$ cat src/rtl/booth_wallace_div_frac.sv
// Signed Q(INT_WIDTH).(FRAC_WIDTH) divider: radix-2 restoring division on magnitudes, start/done handshake.
// Optional macro FXDIV_SATURATE_EN clamps overflowed quotients instead of wrapping them.
module booth_wallace_div_frac #(
  parameter int INT_WIDTH  = 8,
  parameter int FRAC_WIDTH = 8,
  localparam int W = INT_WIDTH + FRAC_WIDTH,
  localparam int N = W + FRAC_WIDTH
) (
  input  logic         clk,
  input  logic         rst,
  input  logic         start,
  input  logic [W-1:0] a,
  input  logic [W-1:0] b,
  output logic         busy,
  output logic         done,
  output logic [W-1:0] result,
  output logic         div_by_zero,
  output logic         overflow,
  output logic [1:0]   fsm_state
);

  localparam int CNT_W = $clog2(N);
  localparam logic [CNT_W-1:0] LAST_STEP = CNT_W'(N - 1);
  localparam logic [N-1:0] POS_LIM = {{(N-W+1){1'b0}}, {(W-1){1'b1}}};
  localparam logic [N-1:0] NEG_LIM = {{(N-W){1'b0}}, 1'b1, {(W-1){1'b0}}};
  localparam logic [W-1:0] RES_MAX = {1'b0, {(W-1){1'b1}}};
  localparam logic [W-1:0] RES_MIN = {1'b1, {(W-1){1'b0}}};

  typedef enum logic [1:0] {IDLE, CALC, FIX, DONE} state_t;
  state_t state_q, state_d;

  logic [W-1:0]     a_q;
  logic [W-1:0]     mag_b;
  logic             sign;
  logic [N-1:0]     dvd;
  logic [W-1:0]     rem;
  logic [CNT_W-1:0] cnt;

  logic [W:0]   shifted;
  logic         fits;
  logic [W-1:0] wrapped;
  logic [W-1:0] res_ovf;
  logic [W-1:0] res_d;
  logic         dz_d;
  logic         ovf_d;
  logic         too_big;

  function automatic logic [W-1:0] magnitude(input logic [W-1:0] v);
    return v[W-1] ? (~v + 1'b1) : v;
  endfunction

  always_ff @(negedge clk or negedge rst) begin
    if (!rst) state_q <= IDLE;
    else      state_q <= state_d;
  end

  always_comb begin
    state_d = state_q;
    case (state_q)
      IDLE: if (start) state_d = (b == '0) ? FIX : CALC;
      CALC: if (cnt == LAST_STEP) state_d = FIX;
      FIX:  state_d = DONE;
      DONE: state_d = IDLE;
      default: state_d = IDLE;
    endcase
  end

  // dvd doubles as the dividend shifter and the quotient collector: bits leave at the top, quotient bits enter at the bottom.
  always_comb begin
    shifted = {rem, dvd[N-1]};
    fits    = shifted >= {1'b0, mag_b};
  end

  always_comb begin
    wrapped = sign ? -dvd[W-1:0] : dvd[W-1:0];
    too_big = sign ? (dvd > NEG_LIM) : (dvd > POS_LIM);
`ifdef FXDIV_SATURATE_EN
    res_ovf = sign ? RES_MIN : RES_MAX;
`else
    res_ovf = wrapped;
`endif
    res_d = wrapped;
    dz_d  = 1'b0;
    ovf_d = 1'b0;
    if (mag_b == '0) begin
      dz_d  = 1'b1;
      res_d = (a_q == '0) ? '0 : (a_q[W-1] ? RES_MIN : RES_MAX);
    end else if (too_big) begin
      ovf_d = 1'b1;
      res_d = res_ovf;
    end
  end

  always_ff @(negedge clk or negedge rst) begin
    if (!rst) begin
      a_q         <= '0;
      mag_b       <= '0;
      sign        <= 1'b0;
      dvd         <= '0;
      rem         <= '0;
      cnt         <= '0;
      result      <= '0;
      div_by_zero <= 1'b0;
      overflow    <= 1'b0;
    end else begin
      case (state_q)
        IDLE: if (start) begin
          a_q   <= a;
          mag_b <= magnitude(b);
          sign  <= a[W-1] ^ b[W-1];
          dvd   <= {magnitude(a), {FRAC_WIDTH{1'b0}}};
          rem   <= '0;
          cnt   <= '0;
        end
        CALC: begin
          rem <= fits ? W'(shifted - {1'b0, mag_b}) : W'(shifted);
          dvd <= {dvd[N-2:0], fits};
          cnt <= cnt + 1'b1;
        end
        FIX: begin
          result      <= res_d;
          div_by_zero <= dz_d;
          overflow    <= ovf_d;
        end
        default: ;
      endcase
    end
  end

  assign busy      = (state_q == CALC) || (state_q == FIX);
  assign done      = (state_q == DONE);
  assign fsm_state = state_q;

endmodule
$ cat config.mk
export PLATFORM = sky130hd
export DESIGN_NAME = booth_wallace_div_frac
export DESIGN_NICKNAME = d
export VERILOG_FILES = /design/src/rtl/booth_wallace_div_frac.sv
export SDC_FILE = /design/constraint.sdc
export NUM_CORES = 1
export LEC_CHECK = 0
export ABC_CLOCK_PERIOD_IN_PS = 7200
export BUFFER_PORTS_ARGS = -buffer_cell sky130_fd_sc_hd__buf_2
export CORE_AREA = 8 8 133 135
export CTS_BUF_LIST = sky130_fd_sc_hd__clkbuf_4 sky130_fd_sc_hd__clkbuf_8
export DETAILED_ROUTE_END_ITERATION = 10
export DIE_AREA = 0 0 141 143
export HOLD_SLACK_MARGIN = 0.15
export MAX_ROUTING_LAYER = met4
export PLACE_DENSITY = 0.59
export SYNTH_ARGS = -nofsm -noshare
export SYNTH_HDL_FRONTEND = slang
export SYNTH_SLANG_ARGS = --single-unit
$ cat constraint.sdc
create_clock -name clk -period 7.2 [get_ports clk]
set_input_delay 1.08 -clock clk [delete_from_list [all_inputs] [get_ports clk]]
set_output_delay 1.08 -clock clk [all_outputs]
set_load 0.01 [all_outputs]
==> impl_results.md, run 1 <==
* First-pass GRT wire length at between 20 and 25 mm
* Initial DRC Count at roughly 290
* Worst-skew pair later-pin latency at about 0.35 ns
* Setup Buffers After CTS at 0
* DP Area at approximately 6500 um^2
* Number of synthesized register bits at 98
* CP startpoint: a[6]
* Reg-to-Reg Start: mag_b[2]
* Pre-Repair DR Iteration Count at 4
* CTS HTree Levels at 3
* Hpwl dp at 10.50 mm
* DRC Markers at 0
* Worst path most repeated cell: or3_4
* Share of synthesized registers carrying an async set or reset at 100.0%
* Syn avg cell area at 9.214 um^2
* Vias/cell at 5.352
* Final hold vios at 0
* Initial Util at approximately two fifths
* Share of layout cells above drive strength 1 at 16.71%
* HP Class: reg -> reg
* Fin. max-slew vios at 0
* HP Start: a_q[0]
* Yosys top cell area share at around 40%
* Primary FF master, synth: dfrtn_1
* Slew HR at 20.44%
* Post-synth EDFFs at 0
* Most frequent cells in the layout: dfrtn_1 (98), nand2_1 (67), a21oi_1 (61)
* Critical path arrival at 2.79 ns
* Longest Clk Path Bufs at 2
* Worst-Margin Slew at 1.193 ns
* Cts bufs inserted at 9
* CP startpoint kind: input pin
* Ys Warns at 0
* Largest net degree at the start of global routing at 62
* Synth area leader: dfrtn_1
* Layout Nets at 750
* Die width at about 140 um
* Crit path required time at between 3 and 4 ns
* Post-CTS Hold Fix Bufs at 0
* I/O Buffers at 56
* Num rows at between 40 and 50
* Max VDD drop at around 0.20 mV
* Leakage power total at about 2.9 nW
* Final TNS setup at 0 ns
* Max-cap viol count at 0
* DR WL/cell at ~16 um
* Antenna cell count at 0
* CTS tree: built
* Mapped cell area at around 6100 um^2
* Clock Sink Count at slightly below 100
* CP peak stage delay at 0.43 ns
* Vias in the first global route at between 4000 and 5000
* Post-Layout Inst Area at about 6700 um^2
* CP Capture Type: flop
* Chip Height at around 140 um
* Post-route ant nets at 0
* Slowest cell on crit path: or4_4
* Power Dens Cells at roughly 500 nW/um^2
* Setup violators final at 0
* Syn nets at 717
* Post-CTS Resized at 0
* Top cells by area, synth: dfrtn_1 (41%), mux2_2 (5.6%), a21oi_1 (5.0%)
* Setup CP Type: in -> reg
* Crit path cell chain: buf_2 > or3_4 > or4_4 > or3_4 > o21ai_2 > xnor2_1 > o22ai_1 > a21oi_1
* Total wire length at between 10 and 15 mm
* RSZ-0062 raised after global routing: false
* Reg clk slew, reported paths at 0.06 ns
* Top Ports at 57
* Total global-route track usage at around 15%
* Root Buffer: clkbuf_8
* Netlist cell types at between 50 and 60
* Clock Skew at about 0.0074 ns
* Crit-path max FO at 5
* Die area at between 20000 and 25000 um^2
* Core area at about 16000 um^2
* Initial antenna violation count at 0
* Area growth syn-to-layout at 10.56%
* Placer Congestion at 0.9034
* Via count at roughly 5000
* Status: finished clean
* Register area share after synthesis at between 40% and 50%
* Grt ovf at 0
* Commonest non-fill, non-tap cell in the layout: dfrtn_1
* Synthesized netlist cell count at between 600 and 700
[registers in the layout, summed over array words and instances, names as in the netlist]
signal	count
div_by_zero	1
mag_b	16
fsm_state	2
a_q	16
overflow	1
sign	1
dvd	24
cnt	5
rem	16
result	16
[worst max-delay path: cells and delay by family]
kind            cells  cell delay (ns)
compound gates      3             0.35
xor+xnor            1             0.07
buf+inv             1             0.13
simple gates        3             1.16
[logic make-up (layout without fill, tap and decap cells)]
family	count (synthesis)	count (layout)	synth area share [%]
compound gates	201	201	20.11
simple gates	158	158	12.82
flops	98	98	40.51
buf+inv	73	110	4.981
xor+xnor	58	58	8.392
mux	44	44	7.896
fa+ha+maj	25	25	5.291
[synth_stat cells (4+ instances only)]
library cell	instances
a21oi_1	61
a22o_1	7
a31oi_1	5
buf_1	4
clkbuf_1	31
dfrtn_1	98
ha_1	24
inv_1	33
mux2_2	30
mux2i_1	14
nand2_1	67
nand2b_1	12
nand3_1	6
nand4_1	9
nor2_1	28
nor4_1	12
o211ai_1	4
o21ai_0	46
o21ai_1	6
o22ai_1	32
o31ai_1	13
o41ai_1	7
or3_1	4
or4_1	4
xnor2_1	33
xor2_1	25
[report_power, final]
part           leakage, nW  total, mW  switching [mW]  internal [mW]
Clock                0.104      0.370           0.191          0.178
Sequential            1.19       1.07           0.241          0.831
Combinational         1.58       1.91            1.05          0.859
Total                 2.87       3.35            1.48           1.87
[through the flow]
stage | util (%) | worst slack [ns] | std cells | hold WS [ns] | power [mW]
2_1_floorplan | - | 0.8265 | 657 | 0.4107 | 2.572
3_3_place_gp | 41.63 | 0.6305 | 895 | 0.4296 | 2.945
3_5_place_dp | 41.63 | 0.6215 | 895 | 0.4402 | 2.989
4_1_cts | 42.91 | 1.002 | 910 | 0.4476 | 3.380
5_1_grt | 42.91 | 0.8877 | 910 | 0.4728 | 3.676
6_report | 42.91 | 0.9854 | 910 | 0.4469 | 3.354
[layer usage]
metal / up-vias / GRT usage, % / wire length [um] / part of all wire [%]
li1: 2434 / - / - / -
met3: 16 / 2.137 / 540 / 3.8
met1: 2336 / 20.05 / 7059 / 49
met4: 0 / 5.317 / 187 / 1.3
met5: - / - / 0 / 0
met2: 84 / 23.87 / 6572 / 46
[layout make-up]
| cell class | instances | area (um^2) |
|---|---|---|
| Clock inverter | 3 | 47.55 |
| Fill cell | 1566 | 8905 |
| Timing Repair Buffer | 62 | 340.3 |
| Multi-Input combinational cell | 486 | 3306 |
| Inverter | 33 | 123.9 |
| Clock buffer | 12 | 152.6 |
| Tap cell | 216 | 270.3 |
| Sequential cell | 98 | 2452 |
[worst paths after layout]
path	depth (start not counted)	slack, ns	endpoint
hold / removal	2	0.45	a_q[0]
max in group asynchronous	2	2.18	dvd[18]
setup reg to reg	10	3.76	rem[5]
min in group asynchronous	1	4.30	mag_b[9]
setup / recovery	8	0.99	dvd[22]
hold reg to reg	2	0.45	a_q[0]
Power figures use the tool's default switching activity.
==> run 2, diff against run 1 <==
--- a/config.mk
+++ b/config.mk
@@ -10,4 +10,5 @@
 export CORE_AREA = 8 8 133 135
 export CTS_BUF_LIST = sky130_fd_sc_hd__clkbuf_4 sky130_fd_sc_hd__clkbuf_8
+export CTS_CLUSTER_SIZE = 10
 export DETAILED_ROUTE_END_ITERATION = 10
 export DIE_AREA = 0 0 141 143
@@ -15,4 +16,5 @@
 export MAX_ROUTING_LAYER = met4
 export PLACE_DENSITY = 0.59
+export SLEW_MARGIN = 20
 export SYNTH_ARGS = -nofsm -noshare
 export SYNTH_HDL_FRONTEND = slang
==> constraint.sdc (replaced) <==
create_clock -name clk -period 7.2 [get_ports clk]
set_input_delay 1.08 -clock clk [delete_from_list [all_inputs] [get_ports clk]]
set_output_delay 1.08 -clock clk [all_outputs]
set_load 0.05 [all_outputs]
==> run 2 against run 1 <==
Sequential share of layout area decreased by 0.24 points; clock power grew 12%; clock-buffer cell count decreased by 2; largest power group unchanged.
==> impl_results.md, run 2 (synthesized netlist as in run 1, its figures left out) <==
* Antenna cell count at 0 (unchanged)
* Met2 routed WL at 6.502 mm (was 6.572 mm)
* Max-cap viol count at 0 (unchanged)
* Total wire length at 14.31 mm (was 14.36 mm)
* Reg-to-Reg Start: mag_b[4] (was mag_b[2])
* Initial Util at 38.81% (unchanged)
* Longest Clk Path Bufs at 2 (unchanged)
* HP Class: reg -> reg (unchanged)
* Hold Path Stages at 2 (unchanged)
* Root Buffer: clkbuf_8 (unchanged)
* Final Non-Filler Cells at 912 (was 910)
* # fillers at 1550 (was 1566)
* Vias in the first global route at 4908 (was 4936)
* Area growth syn-to-layout at 11.29% (was 10.56%)
* Largest net degree at the start of global routing at 62 (unchanged)
* Slew HR at 33.33% (was 20.44%)
* Met3 routed WL at 459 um (was 540 um)
* Post-CTS Resized at 0 (unchanged)
* Worst R2R End: rem[5] (unchanged)
* Grt ovf at 0 (unchanged)
* Status: finished clean (unchanged)
* CP Capture Type: flop (unchanged)
* CP startpoint: a[6] (unchanged)
* Pre-Repair DR Iteration Count at 4 (unchanged)
* First-pass GRT wire length at 24.55 mm (was 24.74 mm)
* Register area at 2452 um^2 (unchanged)
* DRC Markers at 0 (unchanged)
* Initial DRC Count at 291 (unchanged)
* CTS HTree Levels at 3 (unchanged)
* Setup violators final at 0 (unchanged)
* Placer Congestion at 0.9034 (unchanged)
* Fin. max-slew vios at 0 (unchanged)
* DR WL/cell at 15.70 um (was 15.78 um)
* Commonest non-fill, non-tap cell in the layout: dfrtn_1 (unchanged)
* Power Dens Cells at 532.5 nW/um^2 (was 501.1 nW/um^2)
* Hold Path End: a_q[1] (was a_q[0])
* CTS tree: built (unchanged)
* Reg2reg path depth at 10 (unchanged)
* Total global-route track usage at 15.26% (was 15.30%)
* Clock Skew at 0.01031 ns (was 0.007370 ns)
* Share of layout cells above drive strength 1 at 16.95% (was 16.71%)
* Layout Nets at 751 (was 750)
* Final TNS setup at 0 ns (unchanged)
* Multi-input logic area at 3317 um^2 (was 3306 um^2)
* Post-route ant nets at 0 (unchanged)
* I/O Buffers at 56 (unchanged)
* Num rows at 46 (unchanged)
* Most frequent cells in the layout: dfrtn_1 (98), nand2_1 (67), a21oi_1 (61) (unchanged)
* Reg clk slew, reported paths at 0.06 ns (about the same)
* Clock Sink Count at 98 (unchanged)
* Final hold vios at 0 (unchanged)
* Via count at 4883 (was 4870)
* Top reg by flops: dvd (unchanged)
* Worst-Margin Slew at 0.9970 ns (was 1.193 ns)
* Setup CP Type: in -> reg (unchanged)
* Chip Height at 143 um (unchanged)
* Crit-path max FO at 5 (unchanged)
* CP startpoint kind: input pin (unchanged)
* Leakage power total at 2.889 nW (was 2.874 nW)
* RSZ-0062 raised after global routing: false (unchanged)
* Core area at 15600 um^2 (unchanged)
* R2R setup slack at 4.27 ns (was 3.76 ns)
* Post-CTS Hold Fix Bufs at 0 (unchanged)
* Vias/cell at 5.354 (was 5.352)
* Cts bufs inserted at 9 (unchanged)
* M1 wire length at 7.191 mm (was 7.059 mm)
* Top Ports at 57 (unchanged)
* Post-Layout Inst Area at 6736 um^2 (was 6693 um^2)
* Crit path required time at 3.78 ns (about the same)
* Hpwl dp at 10.43 mm (was 10.50 mm)
* Max FFs per register at 24 (unchanged)
* Initial antenna violation count at 0 (unchanged)
* Top layer in use: met4 (unchanged)
* Setup Buffers After CTS at 0 (unchanged)
* HP Start: a_q[1] (was a_q[0])
* Worst-skew pair later-pin latency at 0.36 ns (was 0.35 ns)
* Die width at 141 um (unchanged)
* Dpl cells at 896 (was 895)
* DP Area at 6497 um^2 (was 6492 um^2)
* Critical path arrival at 2.79 ns (about the same)
* Max VDD drop at 0.2441 mV (was 0.1962 mV)
* Die area at 20160 um^2 (unchanged)
-- run 2: changes by cell type in the layout (fill, tap and decap cells not counted), sizes merged --
cell,previous run,this run
buf,62,63
clkbuf,12,10
clkinvlp,0,1
inv,34,35
bufinv,1,2
-- run 2: area by class of cell --
| cell class | count | share of cell area, % |
|---|---|---|
| multi-input cells | 486 | 49.24 |
| clock inverters | 6 | 1.430 |
| inverters | 33 | 1.839 |
| well taps | 216 | 4.012 |
| flip-flops and latches | 98 | 36.40 |
| repair buffers | 63 | 5.126 |
| clock buffers | 10 | 1.950 |
-- run 2: report_power, final --
group	leakage, nW	switching [mW]	internal (mW)
combinational	1.59	1.24	0.862
sequential	1.19	0.241	0.831
clock	0.112	0.210	0.204
-- run 2: layer usage --
layer / track usage, % / up-vias
li1: - / 2436
met1: 20.51 / 2362
met2: 23.28 / 75
met3: 2.705 / 10
met4: 4.072 / 0
met5: - / -
-- run 2: how the worst max path moves through the flow --
stage / slack (ns) / end
floorplan: 0.83 / dvd[22]
global placement: 0.63 / dvd[22]
global route: 0.81 / fsm_state[0]
CTS: 1.00 / dvd[22]
finish: 0.99 / dvd[22]
detailed placement: 0.62 / dvd[22]
-- run 2: critical path, stage by stage --
cell and delay (ns):
buf_2 0.13, or3_4 0.39, or4_4 0.43, or3_4 0.35, o21ai_2 0.13, xnor2_1 0.07, o22ai_1 0.12, a21oi_1 0.09
-- run 2: per-stage QoR --
step	hold WS (ns)	total power [mW]	worst slack, ns	utilization, %
floorplan	0.4107	2.757	0.8265	-
global placement	0.4296	3.132	0.6305	41.63
detailed placement	0.4402	3.176	0.6243	41.66
CTS	0.4475	3.607	1.003	43.12
global route	0.4738	3.911	0.8100	43.19
finish	0.4448	3.587	0.9894	43.19
